File: config.mk
export PLATFORM = sky130hd
export DESIGN_NAME = vend_sequencer
export DESIGN_NICKNAME = d
export VERILOG_FILES = /design/src/rtl/vend_pkg.sv /design/src/rtl/vend_timeout.sv /design/src/rtl/vend_sequencer.sv
export SDC_FILE = /design/constraint.sdc
export NUM_CORES = 1
export LEC_CHECK = 0
export BUFFER_PORTS_ARGS = -buffer_cell sky130_fd_sc_hd__buf_4
export CAP_MARGIN = 0
export CORE_MARGIN = 10
export CORE_UTILIZATION = 57
export CTS_CLUSTER_DIAMETER = 120
export DETAILED_ROUTE_END_ITERATION = 12
export PLACE_DENSITY = 0.86
export SYNTH_ARGS = -nofsm -noshare
export SYNTH_HDL_FRONTEND = slang
export SYNTH_SLANG_ARGS = --single-unit
File: constraint.sdc
create_clock -name clock -period 3.3 [get_ports clock]
set_input_delay 0.66 -clock clock [delete_from_list [all_inputs] [get_ports clock]]
set_output_delay 0.66 -clock clock [all_outputs]
set_load 0.01 [all_outputs]
File: src/rtl/vend_pkg.sv
// rtl/vend_pkg.sv - shared types, item encodings, prices and coin values for the vending sequencer
//
// Purpose: common definitions imported by vend_sequencer and vend_timeout.
//   state_e      : transaction FSM states
//   ITEM1..ITEM4 : one-hot keypad encodings
//   NICKEL_VAL / DIME_VAL : coin values in nickel units
//   price_of()   : item price in nickels (0 for anything that is not a valid one-hot item)
//   is_item()    : true for exactly one of the four one-hot encodings
package vend_pkg;

  typedef enum logic [1:0] {
    IDLE     = 2'd0,
    COLLECT  = 2'd1,
    DISPENSE = 2'd2,
    CHANGE   = 2'd3
  } state_e;

  localparam logic [3:0] ITEM1 = 4'b0001;
  localparam logic [3:0] ITEM2 = 4'b0010;
  localparam logic [3:0] ITEM3 = 4'b0100;
  localparam logic [3:0] ITEM4 = 4'b1000;

  localparam logic [1:0] NICKEL_VAL = 2'd1;
  localparam logic [1:0] DIME_VAL   = 2'd2;

  function automatic logic [3:0] price_of(input logic [3:0] item);
    logic [3:0] p;
    case (item)
      ITEM1:   p = 4'd3;
      ITEM2:   p = 4'd4;
      ITEM3:   p = 4'd5;
      ITEM4:   p = 4'd6;
      default: p = 4'd0;
    endcase
    return p;
  endfunction

  function automatic logic is_item(input logic [3:0] item);
    return (item == ITEM1) || (item == ITEM2) || (item == ITEM3) || (item == ITEM4);
  endfunction

endpackage

File: src/rtl/vend_timeout.sv
// rtl/vend_timeout.sv - inactivity counter with clear/enable and an expired flag
//
// Purpose: counts enabled cycles since the last clear; flags expiry once the count
//   reaches TIMEOUT_CYCLES-1 and holds there until cleared.
// Ports:
//   clock      in   1      system clock, rising edge
//   reset      in   1      asynchronous, active-high
//   clear_i    in   1      restart the count from zero (wins over enable)
//   enable_i   in   1      advance the count this cycle
//   expired_o  out  1      count has reached TIMEOUT_CYCLES-1 while enabled
module vend_timeout
  import vend_pkg::*;
#(
  parameter int TIMEOUT_CYCLES = 1024,
  parameter int TMR_W          = 10
) (
  input  logic clock,
  input  logic reset,
  input  logic clear_i,
  input  logic enable_i,
  output logic expired_o
);

  localparam logic [TMR_W-1:0] LAST = TMR_W'(TIMEOUT_CYCLES - 1);

  logic [TMR_W-1:0] count_q;
  logic             at_last;

  assign at_last   = (count_q == LAST);
  assign expired_o = enable_i && at_last;

  always_ff @(posedge clock or posedge reset) begin
    if (reset) begin
      count_q <= '0;
    end else if (clear_i) begin
      count_q <= '0;
    end else if (enable_i && !at_last) begin
      count_q <= count_q + TMR_W'(1);
    end
  end

endmodule

File: src/rtl/vend_sequencer.sv
// rtl/vend_sequencer.sv - vending transaction controller: select, collect credit, dispense, pay change
//
// Purpose: latches one item, accumulates nickel/dime credit against its price, pulses
//   dispense once and returns change as back-to-back nickel_out pulses. Handles cancel,
//   inactivity timeout and rejection of coins that arrive when not collecting.
// Ports:
//   clock        in   1         system clock, rising edge
//   reset        in   1         asynchronous, active-high; clears all state
//   item_number  in   4         one-hot item select (items 1..4)
//   nickel_in    in   1         5c coin accepted pulse
//   dime_in      in   1         10c coin accepted pulse
//   cancel       in   1         refund request (only honoured while collecting)
//   dispense     out  1         1-cycle release pulse
//   nickel_out   out  1         1-cycle pulse per 5c returned
//   coin_reject  out  1         1-cycle pulse, coin arrived when not collecting
//   busy         out  1         high whenever not IDLE
//   credit       out  CREDIT_W  current credit in nickels
module vend_sequencer
  import vend_pkg::*;
#(
  parameter int CREDIT_W       = 4,
  parameter int TIMEOUT_CYCLES = 1024,
  parameter int TMR_W          = 10
) (
  input  logic                clock,
  input  logic                reset,
  input  logic [3:0]          item_number,
  input  logic                nickel_in,
  input  logic                dime_in,
  input  logic                cancel,
  output logic                dispense,
  output logic                nickel_out,
  output logic                coin_reject,
  output logic                busy,
  output logic [CREDIT_W-1:0] credit
);

  state_e              state_q;
  logic [3:0]          item_q;
  logic [CREDIT_W-1:0] credit_q;
  logic                dispense_q;
  logic                nickel_out_q;
  logic                coin_reject_q;
  logic                busy_q;

  logic [1:0]          coin_val_d;
  logic                coin_any_d;
  logic [CREDIT_W:0]   sum_d;
  logic [CREDIT_W:0]   price_d;
  logic                paid_d;
  logic                give_up_d;
  logic                in_collect_d;
  logic                tmr_expired;

  // One extra bit on the sum so credit + coin never wraps before the price compare.
  assign coin_val_d   = (nickel_in ? NICKEL_VAL : 2'd0) + (dime_in ? DIME_VAL : 2'd0);
  assign coin_any_d   = nickel_in | dime_in;
  assign sum_d        = {1'b0, credit_q} + (CREDIT_W+1)'(coin_val_d);
  assign price_d      = (CREDIT_W+1)'(price_of(item_q));
  assign paid_d       = (sum_d >= price_d);
  assign in_collect_d = (state_q == COLLECT);
  // A timeout is handled exactly like a customer cancel.
  assign give_up_d    = cancel | tmr_expired;

  // Timer only runs while collecting and restarts on every coin.
  vend_timeout #(
    .TIMEOUT_CYCLES (TIMEOUT_CYCLES),
    .TMR_W          (TMR_W)
  ) u_timeout (
    .clock     (clock),
    .reset     (reset),
    .clear_i   (!in_collect_d || coin_any_d),
    .enable_i  (in_collect_d),
    .expired_o (tmr_expired)
  );

  always_ff @(posedge clock or posedge reset) begin
    if (reset) begin
      state_q       <= IDLE;
      item_q        <= '0;
      credit_q      <= '0;
      dispense_q    <= 1'b0;
      nickel_out_q  <= 1'b0;
      coin_reject_q <= 1'b0;
      busy_q        <= 1'b0;
    end else begin
      dispense_q    <= 1'b0;
      nickel_out_q  <= 1'b0;
      coin_reject_q <= 1'b0;

      case (state_q)
        IDLE: begin
          coin_reject_q <= coin_any_d;
          if (is_item(item_number)) begin
            item_q  <= item_number;
            state_q <= COLLECT;
            busy_q  <= 1'b1;
          end
        end

        COLLECT: begin
          if (paid_d) begin
            credit_q   <= CREDIT_W'(sum_d - price_d);
            state_q    <= DISPENSE;
            dispense_q <= 1'b1;
          end else if (give_up_d) begin
            // A coin landing in the same cycle as the cancel is still refunded.
            credit_q <= CREDIT_W'(sum_d);
            if (sum_d != '0) begin
              state_q      <= CHANGE;
              nickel_out_q <= 1'b1;
            end else begin
              state_q <= IDLE;
              item_q  <= '0;
              busy_q  <= 1'b0;
            end
          end else begin
            credit_q <= CREDIT_W'(sum_d);
          end
        end

        DISPENSE: begin
          coin_reject_q <= coin_any_d;
          if (credit_q != '0) begin
            state_q      <= CHANGE;
            nickel_out_q <= 1'b1;
          end else begin
            state_q <= IDLE;
            item_q  <= '0;
            busy_q  <= 1'b0;
          end
        end

        CHANGE: begin
          // The pulse visible this cycle pays for the nickel removed at this edge;
          // the next pulse is raised only if credit remains afterwards.
          coin_reject_q <= coin_any_d;
          if (credit_q <= CREDIT_W'(1)) begin
            credit_q <= '0;
            state_q  <= IDLE;
            item_q   <= '0;
            busy_q   <= 1'b0;
          end else begin
            credit_q     <= credit_q - CREDIT_W'(1);
            nickel_out_q <= 1'b1;
          end
        end

        default: begin
          state_q  <= IDLE;
          item_q   <= '0;
          credit_q <= '0;
          busy_q   <= 1'b0;
        end
      endcase
    end
  end

  assign dispense    = dispense_q;
  assign nickel_out  = nickel_out_q;
  assign coin_reject = coin_reject_q;
  assign busy        = busy_q;
  assign credit      = credit_q;

endmodule
=== After elaboration in Yosys (flattened, before gate mapping) ===
Cells that the tools add are included.

* $add $sub $neg: 5
* Multipliers: 0
* Divide/modulo/power cells: 0
* Order comparisons: 2
* Equality and inequality tests: 19
* Shifts and indexed selects: 0
* Mux-type cells: 38
* Bitwise logic cells: 2
* Reductions and logical operators: 16

{| class="wikitable"
|+ Operators with widths
! operator !! number
|-
| two-way mux 4 bit || 8
|-
| two-way mux 10 bit || 2
|-
| one-hot mux 4 bit (4 select lines) || 1
|-
| two-way mux 1 bit || 15
|-
| two-way mux 2 bit || 7
|-
| != test 2 bit (second input constant) || 6
|-
| one-hot mux 3 bit (4 select lines) || 1
|-
| adder 10 x 1 -> 10 bit (second input constant) || 1
|-
| equality test 10 bit (second input constant) || 1
|-
| equality test 4 x 1 -> 1 bit (second input constant) || 2
|-
| equality test 4 x 2 -> 1 bit (second input constant) || 2
|-
| equality test 4 x 3 -> 1 bit (second input constant) || 2
|-
| equality test 4 bit (second input constant) || 2
|-
| one-hot mux 2 bit (4 select lines) || 1
|-
| one-hot mux 4 bit (2 select lines) || 1
|-
| AND reduction 6 bit || 1
|-
| adder 4 x 2 -> 5 bit || 1
|-
| >= comparator 5 x 3 -> 1 bit || 1
|-
| nonzero test 5 bit || 1
|-
| equality test 2 bit (second input constant) || 2
|-
| less-or-equal comparator 4 x 1 -> 1 bit (second input constant) || 1
|-
| logical OR 1 bit || 4
|-
| one-hot mux 1 bit (4 select lines) || 1
|-
| nonzero test 2 bit || 2
|-
| other kinds (13) || 16
|}

* Flip-flop bits (word level): 24
* Latch bits: 0
* Memory bits (writable): 0
* Bits in read-only memories: 0
* Bits of input ports: 9
* Output and inout port bits: 8
* Logic and storage cells: 90
* Memories kept: 0

=== Longest topological paths before layout ===
* Word-level depth: 8
* Gate-level depth with buffers: 12
* Gate-level depth less buffers: 11

=== Hierarchy ===
Synthesis repeated with hierarchy kept, for this count alone.

* Cell total of the unflattened synthesis: 202
* Area total of the unflattened synthesis: 1785.5 um2

{| class="wikitable"
|+ By module, submodules not included
! module !! instances !! cells an instance !! area each (um2) !! sequential area each (um2)
|-
| vend_sequencer || 1 || 143 || 1221.2 || 350.3
|-
| vend_timeout || 1 || 59 || 564.3 || 250.2
|}

=== Worst setup path before layout ===
Ideal clock, no wire load.

* Path type: input port to flip-flop
* From: input nickel_in
* To: register busy_q, in the netlist busy
* Setup time: 0.125 ns
* Data arrival time: 2.967 ns
* Slack: 0.207 ns
* Stages on the path: 12
* Cell sequence: ha_1 > inv_1 > fa_1 > xnor2_1 > ha_1 > a21oi_1 > and2_1 > o211ai_4 > o21ai_1 > and3_1 > buf_6 > mux2_4

* Cells in the longest elaborated chain, start to end: 6
* Elaborated cells between the ends (all ways): 8
* Classes of those cells: add/sub: 2; order compare: 1; eq/ne: 2; mux: 1; reduce/logical: 2

{| class="wikitable"
|+ RTL lines
! element !! RTL line !! source
|-
| from (decl) || vend_sequencer.sv:28 || <nowiki>input logic nickel_in,</nowiki>
|-
| two-way mux 1 bit * || vend_sequencer.sv:56 || <nowiki>assign coin_val_d = (nickel_in ? NICKEL_VAL : 2'd0) + (dime_in ? DIME_VAL : 2'd0);</nowiki>
|-
| adder 1 x 2 -> 2 bit * || vend_sequencer.sv:56 ||
|-
| adder 4 x 2 -> 5 bit * || vend_sequencer.sv:58 || <nowiki>assign sum_d = {1'b0, credit_q} + (CREDIT_W+1)'(coin_val_d);</nowiki>
|-
| >= comparator 5 x 3 -> 1 bit / nonzero test 5 bit (equally long branches) || vend_sequencer.sv:60, vend_sequencer.sv:109 ||
|-
| != test 2 bit (no line) || - ||
|-
| AND reduction 6 bit (no line) * || - ||
|-
| to (signal assigned) || vend_sequencer.sv:85 || <nowiki>busy_q <= 1'b0;</nowiki>
|-
| to (signal assigned) || vend_sequencer.sv:97 || <nowiki>busy_q <= 1'b1;</nowiki>
|-
| to (signal assigned) || vend_sequencer.sv:115 || <nowiki>busy_q <= 1'b0;</nowiki>
|-
| to (decl) || vend_sequencer.sv:44 || <nowiki>logic busy_q;</nowiki>
|}

Mark *: on every way between the ends. The rest lies on a longest branch, timed or not.
A chain may end at the register's enable or synchronous reset.

=== Final worst setup path ===
* From: register credit_q[0], in the netlist credit[0]
* To: register item_q[1]

* Cells in the longest elaborated chain, start to end: 4
* Elaborated cells between the ends (all ways): 10
* Classes of those cells: add/sub: 1; order compare: 2; eq/ne: 4; reduce/logical: 3

{| class="wikitable"
|+ RTL lines
! element !! RTL line !! source
|-
| from (decl) || vend_sequencer.sv:40 || <nowiki>logic [CREDIT_W-1:0] credit_q;</nowiki>
|-
| from (signal assigned) || vend_sequencer.sv:103 || <nowiki>credit_q <= CREDIT_W'(sum_d - price_d);</nowiki>
|-
| from (signal assigned) || vend_sequencer.sv:108 || <nowiki>credit_q <= CREDIT_W'(sum_d);</nowiki>
|-
| from (signal assigned) || vend_sequencer.sv:118 || <nowiki>credit_q <= CREDIT_W'(sum_d);</nowiki>
|-
| adder 4 x 2 -> 5 bit || vend_sequencer.sv:58 ||
|-
| >= comparator 5 x 3 -> 1 bit / nonzero test 5 bit (equally long branches) || vend_sequencer.sv:60, vend_sequencer.sv:109 ||
|-
| != test 2 bit (no line) || - ||
|-
| AND reduction 6 bit (no line) * || - ||
|-
| to (signal assigned) || vend_sequencer.sv:95 || <nowiki>item_q <= item_number;</nowiki>
|-
| to (decl) || vend_sequencer.sv:39 || <nowiki>logic [3:0] item_q;</nowiki>
|}

Marks and branches as above.

==> flow_metrics.py <==
metrics = {
    "global_routing": {
        "grt_pass1_wl_um": 6361,
        "antenna_found_initial": 0,
        "grt_max_degree": 25,
        "overflow": 0,
        "grt_pass1_vias": 1397,
        "grt_use_total_pct": 14.33,
    },
    "clock_tree": {
        "clock-sinks": 24,
        "postCtsSetupRepairBufs": 0,
        "ctsHoldBuffers": 0,
        "cts_buffer_depth": 2,
        "insertion_delay_ns": 0.33,
        "clk_pin_slew_ns": 0.14,
        "cts_resized": 0,
        "cts_tree": "yes",
        "htree_num_levels": 1,
        "cts_inserted_buffers": 3,
        "root_buffer": "clkbuf_4",
    },
    "setup_path": {
        "r2r_slack_ns": 0.21,
        "critPathArrivalTime_ns": 3.34,
        "worst_r2r_endpoint": "item_q[1]",
        "required_ns": 3.56,
        "path_class": "reg2reg",
        "rr_startpoint": "credit[0]",
        "worst-path-max-fanout": 6,
        "crit_path_end_kind": "register",
        "start_kind": "register",
        "reg2regPathDepth": 12,
    },
    "synth": {
        "async_flop_share_pct": 100.0,
        "ys.flop_type": "dfrtp_1",
        "yosys_warnings": 0,
        "synth_area_um2": 1620,
        "syn_inst": 176,
        "synth-seq-cells": 24,
        "synth.distinct_cells": 47,
        "syn-num-nets": 196,
        "postSynthAreaPerCell_um2": 9.206,
        "synth_edf_count": 0,
        "ys_seq_area_share_pct": 37.07,
    },
    "route": {
        "routed_wl_um": 3566,
        "first_pass_iters": 5,
        "wl_met1_um": 1553,
        "ant_nets": 0,
        "drtIter0Drc": 116,
        "num_vias": 1375,
        "routedWlPerCell_um": 15.92,
        "drc": 0,
        "wl_met2_um": 1719,
        "highest_layer": "met4",
        "via_per_inst": 6.138,
        "route.met3.wl_um": 206,
    },
    "floorplan": {
        "core_um2": 2734,
        "pin_count": 17,
        "fp-row-count": 19,
        "dieArea_um2": 5375,
        "initial_utilization_pct": 59.27,
        "die_h_um": 73.32,
        "die_x_um": 73.32,
    },
    "place": {
        "gp_congestion": 0.8541,
        "place_area_um2": 1765,
        "portBuffers": 16,
        "dp_slack_ns": -0.02882,
        "dp_hpwl_um": 2698,
    },
    "sta": {
        "skew_ns": 0.004005,
        "worst_slack_ns": 0.2150,
        "rsz0062_at_grt": "false",
        "slew_headroom_pct": 41.36,
        "worst_pin_slew_ns": 0.8787,
        "min_period_over_period_pct": 93.49,
        "slew_viol_final": 0,
        "tns_ns": 0,
        "fin_crit_ns": 3.085,
        "hold_viol": 0,
        "clock.fmax_mhz": 324.1,
        "setup_viol": 0,
    },
    "finish": {
        "finish.instance_area_um2": 1827,
        "mostFrequentLayoutCells": "dfrtp_1, buf_4, nand2_1",
        "final_nets": 214,
        "nFillCells": 194,
        "final-seq-area_um2": 601.8,
        "area_growth_pct": 12.74,
        "antenna-diode-count": 0,
        "drive_above_1_share_pct": 18.13,
        "final_common_cell": "dfrtp_1",
        "multi_input_area_um2": 949.7,
    },
    "pwr": {
        "combPwrFrac_pct": 64.4,
        "clockPowerShare_pct": 11.2,
        "power_density_nw_per_um2": 1067,
        "ir_worst_vdd_uv": 811.4,
        "leakage_nw": 0.8256,
        "switchingPower_mw": 0.8956,
        "cellInternalPower_mw": 1.054,
        "power.share.sequential_pct": 24.5,
        "p_sw_share_pct": 45.94,
    },
    "hold_path": {
        "hold_path.class": "in2async",
    },
    "run": {
        "maxCapViolCount": 0,
    },
    "outcome": {
        "status": "completed",
    },
}
cell type report:
| class | instances | share of cell area (%) |
|---|---|---|
| multi-input combinational | 134 | 51.99 |
| sequential | 24 | 32.95 |
| timing repair buffer | 18 | 7.397 |
| inverter | 13 | 2.671 |
| tap | 31 | 2.123 |
| clock inverter | 1 | 1.644 |
| clock buffer | 3 | 1.233 |
power by group through the flow:
stage          Sequential (mW)  Combinational, mW  Clock [mW]
5_1_grt                  0.492               1.39       0.228
3_5_place_dp             0.477               1.19           0
3_3_place_gp             0.473               1.13           0
6_report                 0.477               1.25       0.218
4_1_cts                  0.471               1.23       0.217
2_1_floorplan            0.457              0.904           0
how the worst max path moves through the flow:
stage	startpoint	end	slack, ns	depth (start not counted)
2_1_floorplan	nickel_in	busy	0.21	12
3_3_place_gp	nickel_in	busy	0.14	12
3_5_place_dp	nickel_in	item_q[1]	-0.03	13
4_1_cts	credit[0]	item_q[1]	0.16	12
5_1_grt	credit[0]	item_q[1]	0.03	12
6_report	credit[0]	item_q[1]	0.21	12
worst max-delay path, cell delays in order (launching register included):
cell	delay (ns)
dfrtp_2	0.44
ha_1	0.19
inv_1	0.06
fa_1	0.46
xnor2_2	0.18
ha_1	0.37
a21oi_1	0.18
and2_1	0.27
o211ai_4	0.13
o21ai_1	0.17
and3_1	0.22
buf_4	0.16
mux2i_1	0.19
synth_stat cells (2+ instances only):
master / n / area share, %
a21oi_1: 8 / 2.5
a31oi_1: 2 / 0.77
and2_1: 3 / 1.2
buf_2: 2 / 0.62
clkbuf_1: 2 / 0.46
dfrtp_1: 24 / 37
fa_1: 2 / 2.5
ha_1: 9 / 6.9
inv_1: 13 / 3.0
mux2i_1: 6 / 3.7
nand2_1: 17 / 3.9
nand3_1: 8 / 2.5
nor2_1: 16 / 3.7
nor3_1: 6 / 1.9
nor3b_1: 2 / 0.93
o2111a_1: 2 / 1.4
o211ai_1: 2 / 0.93
o21a_1: 2 / 0.93
o21ai_0: 12 / 3.7
o21ai_1: 2 / 0.62
or3_1: 3 / 1.2
xnor2_1: 4 / 2.2
xor2_1: 5 / 2.7
sequential cells by signal, summed over array words and instances, names as in the netlist:
register           flops
dispense               1
busy                   1
credit                 4
u_timeout.count_q     10
coin_reject            1
item_q                 4
nickel_out             1
state_q                2
through the flow:
step	hold WS [ns]	instances	util, %	total power [mW]
after CTS	0.5437	224	66.50	1.923
after detailed placement	0.5068	220	64.58	1.667
final	0.4996	224	66.82	1.950
after global routing	0.5581	224	66.82	2.112
after global placement	0.5166	220	64.58	1.604
after floorplan	0.5188	176	-	1.361
logic make-up (layout without fill, tap and decap cells):
logic type | after synthesis | in the layout | synth area share [%]
flip-flops | 24 | 24 | 37.07
adder cells (fa/ha/maj) | 11 | 11 | 9.421
buffers and inverters | 18 | 35 | 4.788
multiplexers | 7 | 7 | 4.633
AO/OA/AOI/OAI | 40 | 40 | 17.30
AND/OR/NAND/NOR | 67 | 67 | 21.93
XOR/XNOR | 9 | 9 | 4.865
routing by layer:
metal,GRT usage [%],vias to the layer above
li1,-,660
met1,17.61,656
met2,24.07,46
met3,3.096,13
met4,4.969,0
met5,0,-
Power figures use the tool's default switching activity.
